`src/rtl/uart_tx_arb_if.sv`:
```
// uart_tx_arb_if: handshake bundle between the requesters / uart_tx side and the arbiter.
//   req       requester valid bits, one per requester
//   req_data  packed bytes, requester i in [i*DATA_LEN +: DATA_LEN]
//   ack       one-cycle "byte taken" pulse, one-hot
//   tx_data   byte presented to uart_tx
//   tx_start  one-cycle load strobe to uart_tx
//   tx_empty  uart_tx idle flag (1 = idle)
// master: the system side (requesters plus uart_tx); slave: the arbiter.
interface uart_tx_arb_if #(
    parameter int unsigned N_REQ    = 4,
    parameter int unsigned DATA_LEN = 8
);
    logic [N_REQ-1:0]          req;
    logic [N_REQ*DATA_LEN-1:0] req_data;
    logic [N_REQ-1:0]          ack;
    logic [DATA_LEN-1:0]       tx_data;
    logic                      tx_start;
    logic                      tx_empty;

    modport master (
        output req, req_data, tx_empty,
        input  ack, tx_data, tx_start
    );

    modport slave (
        input  req, req_data, tx_empty,
        output ack, tx_data, tx_start
    );
endinterface

```
`src/rtl/uart_tx_arb.sv`:
```
// uart_tx_arb: round-robin arbiter sharing one uart_tx between N_REQ byte requesters.
//   clk        system clock, rising edge
//   rst        synchronous active-high reset
//   bus        uart_tx_arb_if.slave (req/req_data/ack and tx_data/tx_start/tx_empty)
//   owner      index of the last granted requester
//   busy       high whenever the arbiter is not idle
//   tmo_err    sticky: uart_tx did not go busy within START_TMO cycles of a start
//   frame_cnt  completed frames, wrapping 16-bit counter
module uart_tx_arb #(
    parameter int unsigned N_REQ     = 4,
    parameter int unsigned DATA_LEN  = 8,
    parameter int unsigned START_TMO = 16
) (
    input  logic                     clk,
    input  logic                     rst,
    uart_tx_arb_if.slave             bus,
    output logic [$clog2(N_REQ)-1:0] owner,
    output logic                     busy,
    output logic                     tmo_err,
    output logic [15:0]              frame_cnt
);
    localparam int unsigned OW = $clog2(N_REQ);
    localparam int unsigned TW = $clog2(START_TMO + 1);

    typedef enum logic [1:0] {StIdle, StLoad, StWaitBusy, StWaitEmpty} state_e;

    state_e              state_q, state_d;
    logic [OW-1:0]       owner_q, owner_d;
    logic [DATA_LEN-1:0] tx_data_q, tx_data_d;
    logic [N_REQ-1:0]    ack_q, ack_d;
    logic [TW-1:0]       tmo_cnt_q, tmo_cnt_d;
    logic                tmo_err_q, tmo_err_d;
    logic [15:0]         frame_cnt_q, frame_cnt_d;

    logic [OW-1:0]       win;
    logic [OW-1:0]       cand;

    // Round-robin pick: walk offsets from farthest to nearest so the nearest
    // asserted request after owner_q is the one left in win.
    always_comb begin
        win  = owner_q;
        cand = owner_q;
        for (int k = N_REQ; k >= 1; k--) begin
            cand = OW'((int'(owner_q) + k) % N_REQ);
            if (bus.req[cand]) win = cand;
        end
    end

    // State and datapath registers
    always_ff @(posedge clk) begin
        if (rst) begin
            state_q     <= StIdle;
            owner_q     <= OW'(N_REQ - 1);
            tx_data_q   <= '0;
            ack_q       <= '0;
            tmo_cnt_q   <= '0;
            tmo_err_q   <= 1'b0;
            frame_cnt_q <= '0;
        end else begin
            state_q     <= state_d;
            owner_q     <= owner_d;
            tx_data_q   <= tx_data_d;
            ack_q       <= ack_d;
            tmo_cnt_q   <= tmo_cnt_d;
            tmo_err_q   <= tmo_err_d;
            frame_cnt_q <= frame_cnt_d;
        end
    end

    // Next-state logic
    always_comb begin
        state_d     = state_q;
        owner_d     = owner_q;
        tx_data_d   = tx_data_q;
        ack_d       = '0;
        tmo_cnt_d   = tmo_cnt_q;
        tmo_err_d   = tmo_err_q;
        frame_cnt_d = frame_cnt_q;
        unique case (state_q)
            StIdle: begin
                if ((|bus.req) && bus.tx_empty) begin
                    state_d     = StLoad;
                    owner_d     = win;
                    tx_data_d   = bus.req_data[win*DATA_LEN +: DATA_LEN];
                    ack_d[win]  = 1'b1;
                end
            end
            StLoad: begin
                state_d   = StWaitBusy;
                tmo_cnt_d = '0;
            end
            StWaitBusy: begin
                if (!bus.tx_empty) begin
                    state_d = StWaitEmpty;
                end else if (tmo_cnt_q == TW'(START_TMO - 1)) begin
                    // Still idle on the last allowed cycle: give up on this frame.
                    tmo_err_d = 1'b1;
                    state_d   = StIdle;
                end else begin
                    tmo_cnt_d = tmo_cnt_q + 1'b1;
                end
            end
            StWaitEmpty: begin
                if (bus.tx_empty) begin
                    frame_cnt_d = frame_cnt_q + 16'd1;
                    state_d     = StIdle;
                end
            end
            default: state_d = StIdle;
        endcase
    end

    // Outputs
    always_comb begin
        bus.tx_start = (state_q == StLoad);
        busy         = (state_q != StIdle);
        bus.ack      = ack_q;
        bus.tx_data  = tx_data_q;
        owner        = owner_q;
        tmo_err      = tmo_err_q;
        frame_cnt    = frame_cnt_q;
    end
endmodule

```
`src/flat_wrapper.sv`:
```
// flat-port wrapper written by rule: the top's interface ports become plain ports
module uart_tx_arb_flat 
#(
    parameter int unsigned N_REQ     = 4,
    parameter int unsigned DATA_LEN  = 8,
    parameter int unsigned START_TMO = 16
)
  (clk, rst, owner, busy, tmo_err, frame_cnt, bus_req, bus_req_data, bus_tx_empty, bus_ack, bus_tx_data, bus_tx_start);
  uart_tx_arb_if #(.N_REQ(N_REQ), .DATA_LEN(DATA_LEN)) bus_i ();
  input  logic clk;
  input  logic rst;
  output logic [$clog2(N_REQ)-1:0] owner;
  output logic busy;
  output logic tmo_err;
  output logic [15:0] frame_cnt;
  input wire logic [$bits(bus_i.req)-1:0] bus_req;
  input wire logic [$bits(bus_i.req_data)-1:0] bus_req_data;
  input wire logic [$bits(bus_i.tx_empty)-1:0] bus_tx_empty;
  output wire logic [$bits(bus_i.ack)-1:0] bus_ack;
  output wire logic [$bits(bus_i.tx_data)-1:0] bus_tx_data;
  output wire logic [$bits(bus_i.tx_start)-1:0] bus_tx_start;
  assign bus_i.req = bus_req;
  assign bus_i.req_data = bus_req_data;
  assign bus_i.tx_empty = bus_tx_empty;
  assign bus_ack = bus_i.ack;
  assign bus_tx_data = bus_i.tx_data;
  assign bus_tx_start = bus_i.tx_start;
  uart_tx_arb #(.N_REQ(N_REQ), .DATA_LEN(DATA_LEN), .START_TMO(START_TMO)) u_core (.clk(clk), .rst(rst), .bus(bus_i), .owner(owner), .busy(busy), .tmo_err(tmo_err), .frame_cnt(frame_cnt));
endmodule
```
`config.mk`:
```
export PLATFORM = sky130hd
export DESIGN_NAME = uart_tx_arb_flat
export DESIGN_NICKNAME = d
export VERILOG_FILES = /design/src/rtl/uart_tx_arb_if.sv /design/src/rtl/uart_tx_arb.sv /design/src/flat_wrapper.sv
export SDC_FILE = /design/constraint.sdc
export NUM_CORES = 1
export LEC_CHECK = 0
export CAP_MARGIN = 10
export CORE_ASPECT_RATIO = 1.5
export CORE_MARGIN = 2
export CORE_UTILIZATION = 44
export DETAILED_ROUTE_END_ITERATION = 10
export GPL_TIMING_DRIVEN = 0
export MAX_ROUTING_LAYER = met4
export PLACE_DENSITY = 0.8
export SLEW_MARGIN = 20
export SYNTH_ARGS = -nofsm -noshare
export SYNTH_HDL_FRONTEND = slang
export SYNTH_SLANG_ARGS = --single-unit
```
`constraint.sdc`:
```
create_clock -name clk -period 1.7 [get_ports clk]
set_input_delay 0.17 -clock clk [delete_from_list [all_inputs] [get_ports clk]]
set_output_delay 0.17 -clock clk [all_outputs]
set_load 0.02 [all_outputs]
```
==> results of run 1 <==
==> power by group <==
| group | switching (mW) | internal (mW) |
|---|---|---|
| clock | 0.351 | 0.437 |
| combinational | 0.279 | 0.291 |
| sequential | 0.0325 | 0.932 |
==> worst reg2reg max path, cell delays in order (launching register included) <==
cell and delay, ns:
sky130_fd_sc_hd__dfxtp_1 0.34, sky130_fd_sc_hd__buf_6 0.13, sky130_fd_sc_hd__and3_1 0.15, sky130_fd_sc_hd__buf_2 0.15, sky130_fd_sc_hd__and4_1 0.19, sky130_fd_sc_hd__buf_4 0.15, sky130_fd_sc_hd__nand4_1 0.12, sky130_fd_sc_hd__xor2_1 0.20
sky130_fd_sc_hd__nor2_1 0.05
==> synthesized netlist by cell type, drive strengths merged <==
master  instances  share of area, %
a211o           2              0.90
a211oi         17               9.0
a21boi          1              0.96
a21oi           6               1.7
a31oi           1              0.32
a41oi           1              0.45
and3            7               2.2
and3b           1              0.45
and4            2              0.90
buf             6               2.6
clkbuf          5               1.0
dfxtp          38                39
ha              3               1.9
inv             3              0.58
mux2i           9               4.6
nand2           9               1.7
nand2b          7               2.6
nand3           7               1.8
nand3b          2              0.77
nand4           4               1.3
nor2           24               4.7
nor3            4               1.6
nor3b           2               1.0
nor4            1              0.64
o211ai          1               1.1
o21a            2              0.77
o21ai           1              0.26
o21bai          8               3.1
o31a            8               3.6
or2             2              0.64
or3             1              0.32
xnor2           2              0.90
xor2           15               6.7
==> sequential cells by signal, indices dropped and copies added (netlist names) <==
signal,cells
u_core.bus.ack,4
u_core.bus.tx_data,8
u_core.frame_cnt,16
u_core.owner,2
u_core.state_q,2
u_core.tmo_cnt_q,5
u_core.tmo_err,1
==> area by class of cell <==
type                            count  area [um2]
Fill cell                         344        1350
Buffer                             11        73.8
Tap cell                           46        57.6
Multi-Input combinational cell    150        1150
Clock buffer                        5        68.8
Sequential cell                    38         762
Clock inverter                      3        45.0
Timing Repair Buffer               74         731
Inverter                            3        11.3
==> final timing paths <==
check	from	depth (start not counted)	endpoint	slack, ns
hold reg to reg	u_core.tmo_err$_SDFFE_PP0P_	2	u_core.tmo_err$_SDFFE_PP0P_	0.49
setup / recovery	u_core.state_q[1]$_SDFFE_PP0P_	4	bus_tx_start	0.09
setup reg to reg	u_core.state_q[1]$_SDFFE_PP0P_	8	u_core.frame_cnt[15]$_SDFFE_PP0P_	0.10
hold / removal	rst	2	u_core.tmo_cnt_q[0]$_SDFFE_PP0P_	0.32
==> layout by cell type, fill, tap and decap left out, types with 4 or more instances in the layout <==
| master | n |
|---|---|
| sky130_fd_sc_hd__clkdlybuf4s50_1 | 67 |
| sky130_fd_sc_hd__dfxtp_1 | 37 |
| sky130_fd_sc_hd__nor2_1 | 22 |
| sky130_fd_sc_hd__xor2_1 | 15 |
| sky130_fd_sc_hd__nand2_1 | 9 |
| sky130_fd_sc_hd__mux2i_1 | 9 |
| sky130_fd_sc_hd__a211oi_1 | 9 |
| sky130_fd_sc_hd__o31a_1 | 8 |
| sky130_fd_sc_hd__o21bai_1 | 8 |
| sky130_fd_sc_hd__and3_1 | 7 |
| sky130_fd_sc_hd__a211oi_2 | 7 |
| sky130_fd_sc_hd__nand3_1 | 7 |
| sky130_fd_sc_hd__nand2b_1 | 6 |
| sky130_fd_sc_hd__buf_4 | 6 |
| sky130_fd_sc_hd__a21oi_1 | 5 |
| sky130_fd_sc_hd__clkbuf_8 | 5 |
| sky130_fd_sc_hd__clkbuf_1 | 4 |
| sky130_fd_sc_hd__nand4_1 | 4 |
==> through the flow <==
stage               TNS [ns]  worst slack, ns
floorplan                  0           0.0642
global placement       -6.30           -0.408
detailed placement     -6.64           -0.419
CTS                        0           0.0231
global route        -0.00735         -0.00735
finish                     0           0.0875
==> logic make-up after synthesis <==
logic type,count (synthesis),synth area share (%)
flip-flops,38,38.9
buffers and inverters,14,4.16
multiplexers,9,4.61
AO/OA/AOI/OAI,48,22.1
adder cells (fa/ha/maj),3,1.92
AND/OR/NAND/NOR,73,20.7
XOR/XNOR,17,7.61
==> what timing repair did <==
item,CTS,global route
gates resized for setup,4,10
pin swaps,1,2
setup buffers,2,2
cloned,0,0
endpoints found under the setup margin,10,17
==> metal layers <==
layer  vias up  GRT usage (%)
met5         -              -
met3         4           4.52
met4         0           6.13
li1        887              -
met2        66           35.4
met1       816           21.3
==> results.json, run 1 <==
{
  "outcome": "complete, no violations",
  "globalRouteOverflowTotal": 0,
  "dr_total_vias": 1773,
  "worst-endpoint-arrival_ns": 1.44,
  "finalSetupViolations": 0,
  "slowest_delay_ns": 0.34,
  "highest-signal-layer": "met4",
  "setup.worst_path.class": "register to output pin",
  "p_total_mw": 2.32,
  "initial_antenna_violation_count": 0,
  "maxCapViolCount": 0,
  "cts_buffers": 5,
  "finalHoldWorstSlack_ns": 0.316,
  "wl_met3_um": 266,
  "layout_min_cycle_time_ns": 1.61,
  "critical_path_buf_inv_count": 3,
  "yosysUniqueCellTypes": 43,
  "timing.critical_path.cells": "buf_6 -> nand2b_1 -> inv_1 -> dlygate4sd2_1",
  "gate_count_of_the_mapped_netlist": 202,
  "postLayoutCoreUtil_pct": 68.3,
  "die_height_um": 85.7,
  "drt-initial-drc-count": 41,
  "maxClockFrequency_ghz": 0.620,
  "crit_path_max_fanout": 9,
  "port_buffers": 70,
  "cpLargestDelayFamily": "buffers and inverters",
  "final-max-slew-violation-count": 0,
  "place_area_mm2": 0.00271,
  "gpl.final_weighted_congestion": 0.814,
  "max-slew-margin-rel_pct": 67.8,
  "wl_met1_um": 1900,
  "synthesis.nets": 244,
  "final_hold_viol_count": 0,
  "worst_path_max_delay_cell": "sky130_fd_sc_hd__dlygate4sd2_1",
  "route.detailed.wl_per_inst_um": 14.1,
  "fp_rows": 29,
  "grt_util_all_layers_pct": 19.9,
  "final_min_period_over_clock_period_pct": 94.9,
  "dr.pass1.iters": 4,
  "final-instance-count-excl-fill": 330,
  "slew_of_the_pin_with_the_lowest_slew_margin_ns": 0.483,
  "synth.cell_area_mm2": 0.00196,
  "die_area_mm2": 0.00500,
  "synth_area_per_cell_um2": 9.68,
  "place_inst": 318,
  "finish.instance_area_mm2": 0.00290,
  "antenna_violating_nets_post_route": 0,
  "clock-skew-final_ns": 0.00871,
  "post_route_cells_drive_above_1_share_pct": 14.4,
  "worst_setup_path_end_kind": "output pin",
  "synth-warning-count": 0,
  "max-vdd-ir-drop_uv": 711,
  "final_net_count": 325,
  "crit_required_ns": 1.53,
  "die_w_um": 58.4,
  "max-clock-path-buffers": 2,
  "met2_length_um": 2450,
  "detailedPlacementHpwl_um": 3460,
  "static-leakage-power_nw": 1.12,
  "global_route_wire_length_before_repair_um": 7650,
  "area_growth_pct": 48.3,
  "htree_num_levels": 2,
  "hold_class": "input pin to register",
  "grt_start_max_net_pins": 14,
  "launching_element_type_of_the_critical_path": "register",
  "core_mm2": 0.00425,
  "clk-insertion-delay-late_ns": 0.29,
  "power.density_cell_area_mw_per_mm2": 801,
  "cts.clk_slew.worst_paths_ns": 0.09,
  "wl_um": 4640,
  "seq_area_frac_synth_pct": 38.9,
  "via_count_of_the_first_global_routing_pass": 1795,
  "initial_utilization_pct": 46.1,
  "antenna_cells": 0,
  "io_pins": 72,
  "remaining_drc_errors": 0,
  "hold_buf_count_cts": 0,
  "tritoncts_clock_tree": "done",
  "postSynthRegisterBits": 38,
  "ctsRootBufferMaster": "sky130_fd_sc_hd__clkbuf_8",
  "detail_route.vias_per_cell": 5.37,
  "clock_sink_count": 38
}
No activity file was read; power rests on OpenSTA's default activity.
==> run 2: changes to the inputs <==
--- a/config.mk
+++ b/config.mk
@@ -9,10 +9,12 @@
 export CORE_ASPECT_RATIO = 1.5
 export CORE_MARGIN = 2
 export CORE_UTILIZATION = 44
+export CTS_BUF_LIST = sky130_fd_sc_hd__clkbuf_16
 export DETAILED_ROUTE_END_ITERATION = 10
 export GPL_TIMING_DRIVEN = 0
 export MAX_ROUTING_LAYER = met4
 export PLACE_DENSITY = 0.8
+export SETUP_SLACK_MARGIN = 0.1
 export SLEW_MARGIN = 20
 export SYNTH_ARGS = -nofsm -noshare
 export SYNTH_HDL_FRONTEND = slang
==> constraint.sdc (replaced) <==
create_clock -name clk -period 1.7 [get_ports clk]
set_input_delay 0.17 -clock clk [delete_from_list [all_inputs] [get_ports clk]]
set_output_delay 0.17 -clock clk [all_outputs]
set_load 0.005 [all_outputs]
==> run 2 against run 1 <==
  * Power rose by 14%
  * Critical path depth up 2
  * Sequential cell count is the same
  * Final area increased by 7.2%
  * Clock skew down 0.0053 ns
  * Maximum frequency is 0.69% lower
  * Hold slack better by 0.0024 ns
==> results.json, run 2 (same netlist as run 1, synthesis figures left out) <==
{
  "final-max-slew-violation-count": 0,
  "number_of_flip_flops_under_the_largest_register_name": 16,
  "finalSetupViolations": 0,
  "ctsRootBufferMaster": "sky130_fd_sc_hd__clkbuf_16",
  "hold_buf_count_cts": 0,
  "most-common-layout-cells": "sky130_fd_sc_hd__clkdlybuf4s50_1, sky130_fd_sc_hd__dfxtp_1, sky130_fd_sc_hd__nor2_1",
  "max-slew-margin-rel_pct": 68.0,
  "r2r_cells": 6,
  "crit_required_ns": 1.87,
  "final-instance-count-excl-fill": 337,
  "dr.pass1.iters": 4,
  "cts_buffers": 5,
  "gpl.final_weighted_congestion": 0.814,
  "globalRouteOverflowTotal": 0,
  "p_int_mw": 1.96,
  "max-clock-path-buffers": 2,
  "post_route_cells_drive_above_1_share_pct": 21.6,
  "die_w_um": 58.4,
  "place_area_mm2": 0.00271,
  "maxClockFrequency_ghz": 0.616,
  "rr_endpoint": "u_core.bus.tx_data[7]$_SDFFE_PP0P_",
  "power_switching_share_pct": 26.1,
  "detailedPlacementHpwl_um": 3460,
  "place_inst": 318,
  "crit_path_max_fanout": 5,
  "clk-insertion-delay-late_ns": 0.28,
  "drt-initial-drc-count": 59,
  "cts.clk_slew.worst_paths_ns": 0.06,
  "setup.worst_path.class": "register to register",
  "worst-endpoint-arrival_ns": 1.80,
  "power.density_cell_area_mw_per_mm2": 852,
  "min-delay-start": "rst",
  "core_mm2": 0.00425,
  "route.detailed.wl_per_inst_um": 15.8,
  "rrSetupSlack_ns": 0.08,
  "p_total_mw": 2.65,
  "grt_util_all_layers_pct": 20.7,
  "launching_element_type_of_the_critical_path": "register",
  "clock-skew-final_ns": 0.00339,
  "die_height_um": 85.7,
  "layout.cells.most_common": "sky130_fd_sc_hd__clkdlybuf4s50_1",
  "die_area_mm2": 0.00500,
  "outcome": "complete, no violations",
  "via_count_of_the_first_global_routing_pass": 1843,
  "slew_of_the_pin_with_the_lowest_slew_margin_ns": 0.480,
  "rsz_0062_raised_after_global_routing": "false",
  "maxCapViolCount": 0,
  "finalHoldWorstSlack_ns": 0.319,
  "max-vdd-ir-drop_uv": 897,
  "tritoncts_clock_tree": "done",
  "initial_utilization_pct": 46.1,
  "worst_hold_path.endpoint": "u_core.tmo_cnt_q[0]$_SDFFE_PP0P_",
  "grt_start_max_net_pins": 14,
  "final_min_period_over_clock_period_pct": 95.5,
  "detail_route.vias_per_cell": 5.51,
  "antenna_cells": 0,
  "seq_power_share_pct": 36.6,
  "min_path_cells": 2,
  "switching_power_mw": 0.693,
  "hold_class": "input pin to register",
  "fp_rows": 29,
  "clock_sink_count": 38,
  "dr_total_vias": 1857,
  "worst_setup_path_end_kind": "register",
  "clock_power_share_pct": 40.7,
  "global_route_wire_length_before_repair_um": 7950,
  "initial_antenna_violation_count": 0,
  "final_hold_viol_count": 0,
  "area_growth_pct": 59.1,
  "antenna_violating_nets_post_route": 0,
  "layout_min_cycle_time_ns": 1.62,
  "io_pins": 72,
  "wl_um": 5320,
  "finish.instance_area_mm2": 0.00311,
  "final_net_count": 332,
  "remaining_drc_errors": 0,
  "power_frac_comb_pct": 22.7,
  "htree_num_levels": 2,
  "static-leakage-power_nw": 1.23,
  "port_buffers": 70,
  "final_sum_of_negative_setup_slack_ns": 0,
  "timing.rr.start": "u_core.owner[0]$_SDFFE_PP1P_"
}
==> run 2: changes by cell type in the layout (fill, tap and decap cells not counted), sizes merged <==
cell	previous run	this run
dlymetal6s2s	1	4
clkdlybuf4s50	67	63
buf	11	17
dlygate4sd2	2	3
clkbuf	9	10
==> run 2: per-stage QoR <==
stage	utilization [%]	setup slack, ns
finish	73.3	0.0763
global route	73.3	0.0115
CTS	70.0	0.0981
detailed placement	63.9	-0.419
global placement	63.9	-0.408
floorplan	-	0.161
==> run 2: power groups by stage <==
stage | clock network, mW | registers (mW) | logic (mW)
after floorplan | 0 | 0.981 | 0.271
after global placement | 0 | 0.981 | 0.495
after detailed placement | 0 | 0.982 | 0.501
after CTS | 1.08 | 0.967 | 0.531
after global routing | 1.11 | 0.976 | 0.640
final | 1.08 | 0.972 | 0.602
==> run 2: worst max path at each step <==
stage | end | slack [ns] | from
2_1_floorplan | u_core.tmo_cnt_q[4]$_SDFFE_PP0P_ | 0.16 | u_core.tmo_cnt_q[0]$_SDFFE_PP0P_
3_3_place_gp | u_core.bus.tx_data[2]$_SDFFE_PP0P_ | -0.41 | bus_tx_empty
3_5_place_dp | u_core.bus.tx_data[4]$_SDFFE_PP0P_ | -0.42 | bus_tx_empty
4_1_cts | u_core.tmo_cnt_q[4]$_SDFFE_PP0P_ | 0.1 | u_core.tmo_cnt_q[0]$_SDFFE_PP0P_
5_1_grt | u_core.bus.tx_data[1]$_SDFFE_PP0P_ | 0.01 | u_core.owner[0]$_SDFFE_PP1P_
6_report | u_core.bus.tx_data[7]$_SDFFE_PP0P_ | 0.08 | u_core.owner[0]$_SDFFE_PP1P_
==> run 2: metal layers <==
layer / vias up / wire (um) / share of wire [%] / global-route usage [%]
li1: 905 / - / - / -
met5: - / 0 / 0 / -
met2: 74 / 2890 / 54 / 36.0
met1: 867 / 2000 / 38 / 22.1
met4: 0 / 121 / 2.3 / 8.88
met3: 11 / 305 / 5.7 / 4.52
==> run 2: repair_timing <==
action | CTS | global route
gates cloned | 0 | 2
resized for setup | 13 | 28
setup buffers | 6 | 3
pin swaps | 4 | 6
endpoints found under the setup margin | 24 | 19
==> run 2: worst max-delay path, cell delays in order (launching register included) <==
cell and delay (ns):
sky130_fd_sc_hd__dfxtp_4 0.37, sky130_fd_sc_hd__nand2b_4 0.15, sky130_fd_sc_hd__a21oi_4 0.07, sky130_fd_sc_hd__nor3_4 0.33
sky130_fd_sc_hd__buf_4 0.19, sky130_fd_sc_hd__mux2i_1 0.09, sky130_fd_sc_hd__a211oi_1 0.31
==> run 2: area by class of cell <==
class / count / area (um2)
fillers: 299 / 1130
flip-flops and latches: 38 / 769
inverters: 3 / 11.3
plain buffers: 11 / 90.1
well taps: 46 / 57.6
clock buffers: 5 / 125
multi-input cells: 150 / 1220
repair buffers: 81 / 791
clock inverters: 3 / 45.0
==> run 3: changes to the inputs <==
--- a/config.mk
+++ b/config.mk
@@ -15,7 +15,6 @@
 export MAX_ROUTING_LAYER = met4
 export PLACE_DENSITY = 0.8
 export SETUP_SLACK_MARGIN = 0.1
-export SLEW_MARGIN = 20
 export SYNTH_ARGS = -nofsm -noshare
 export SYNTH_HDL_FRONTEND = slang
 export SYNTH_SLANG_ARGS = --single-unit
==> results of run 3 <==
The final DEF is identical to that of run 2; final timing and power are the same.
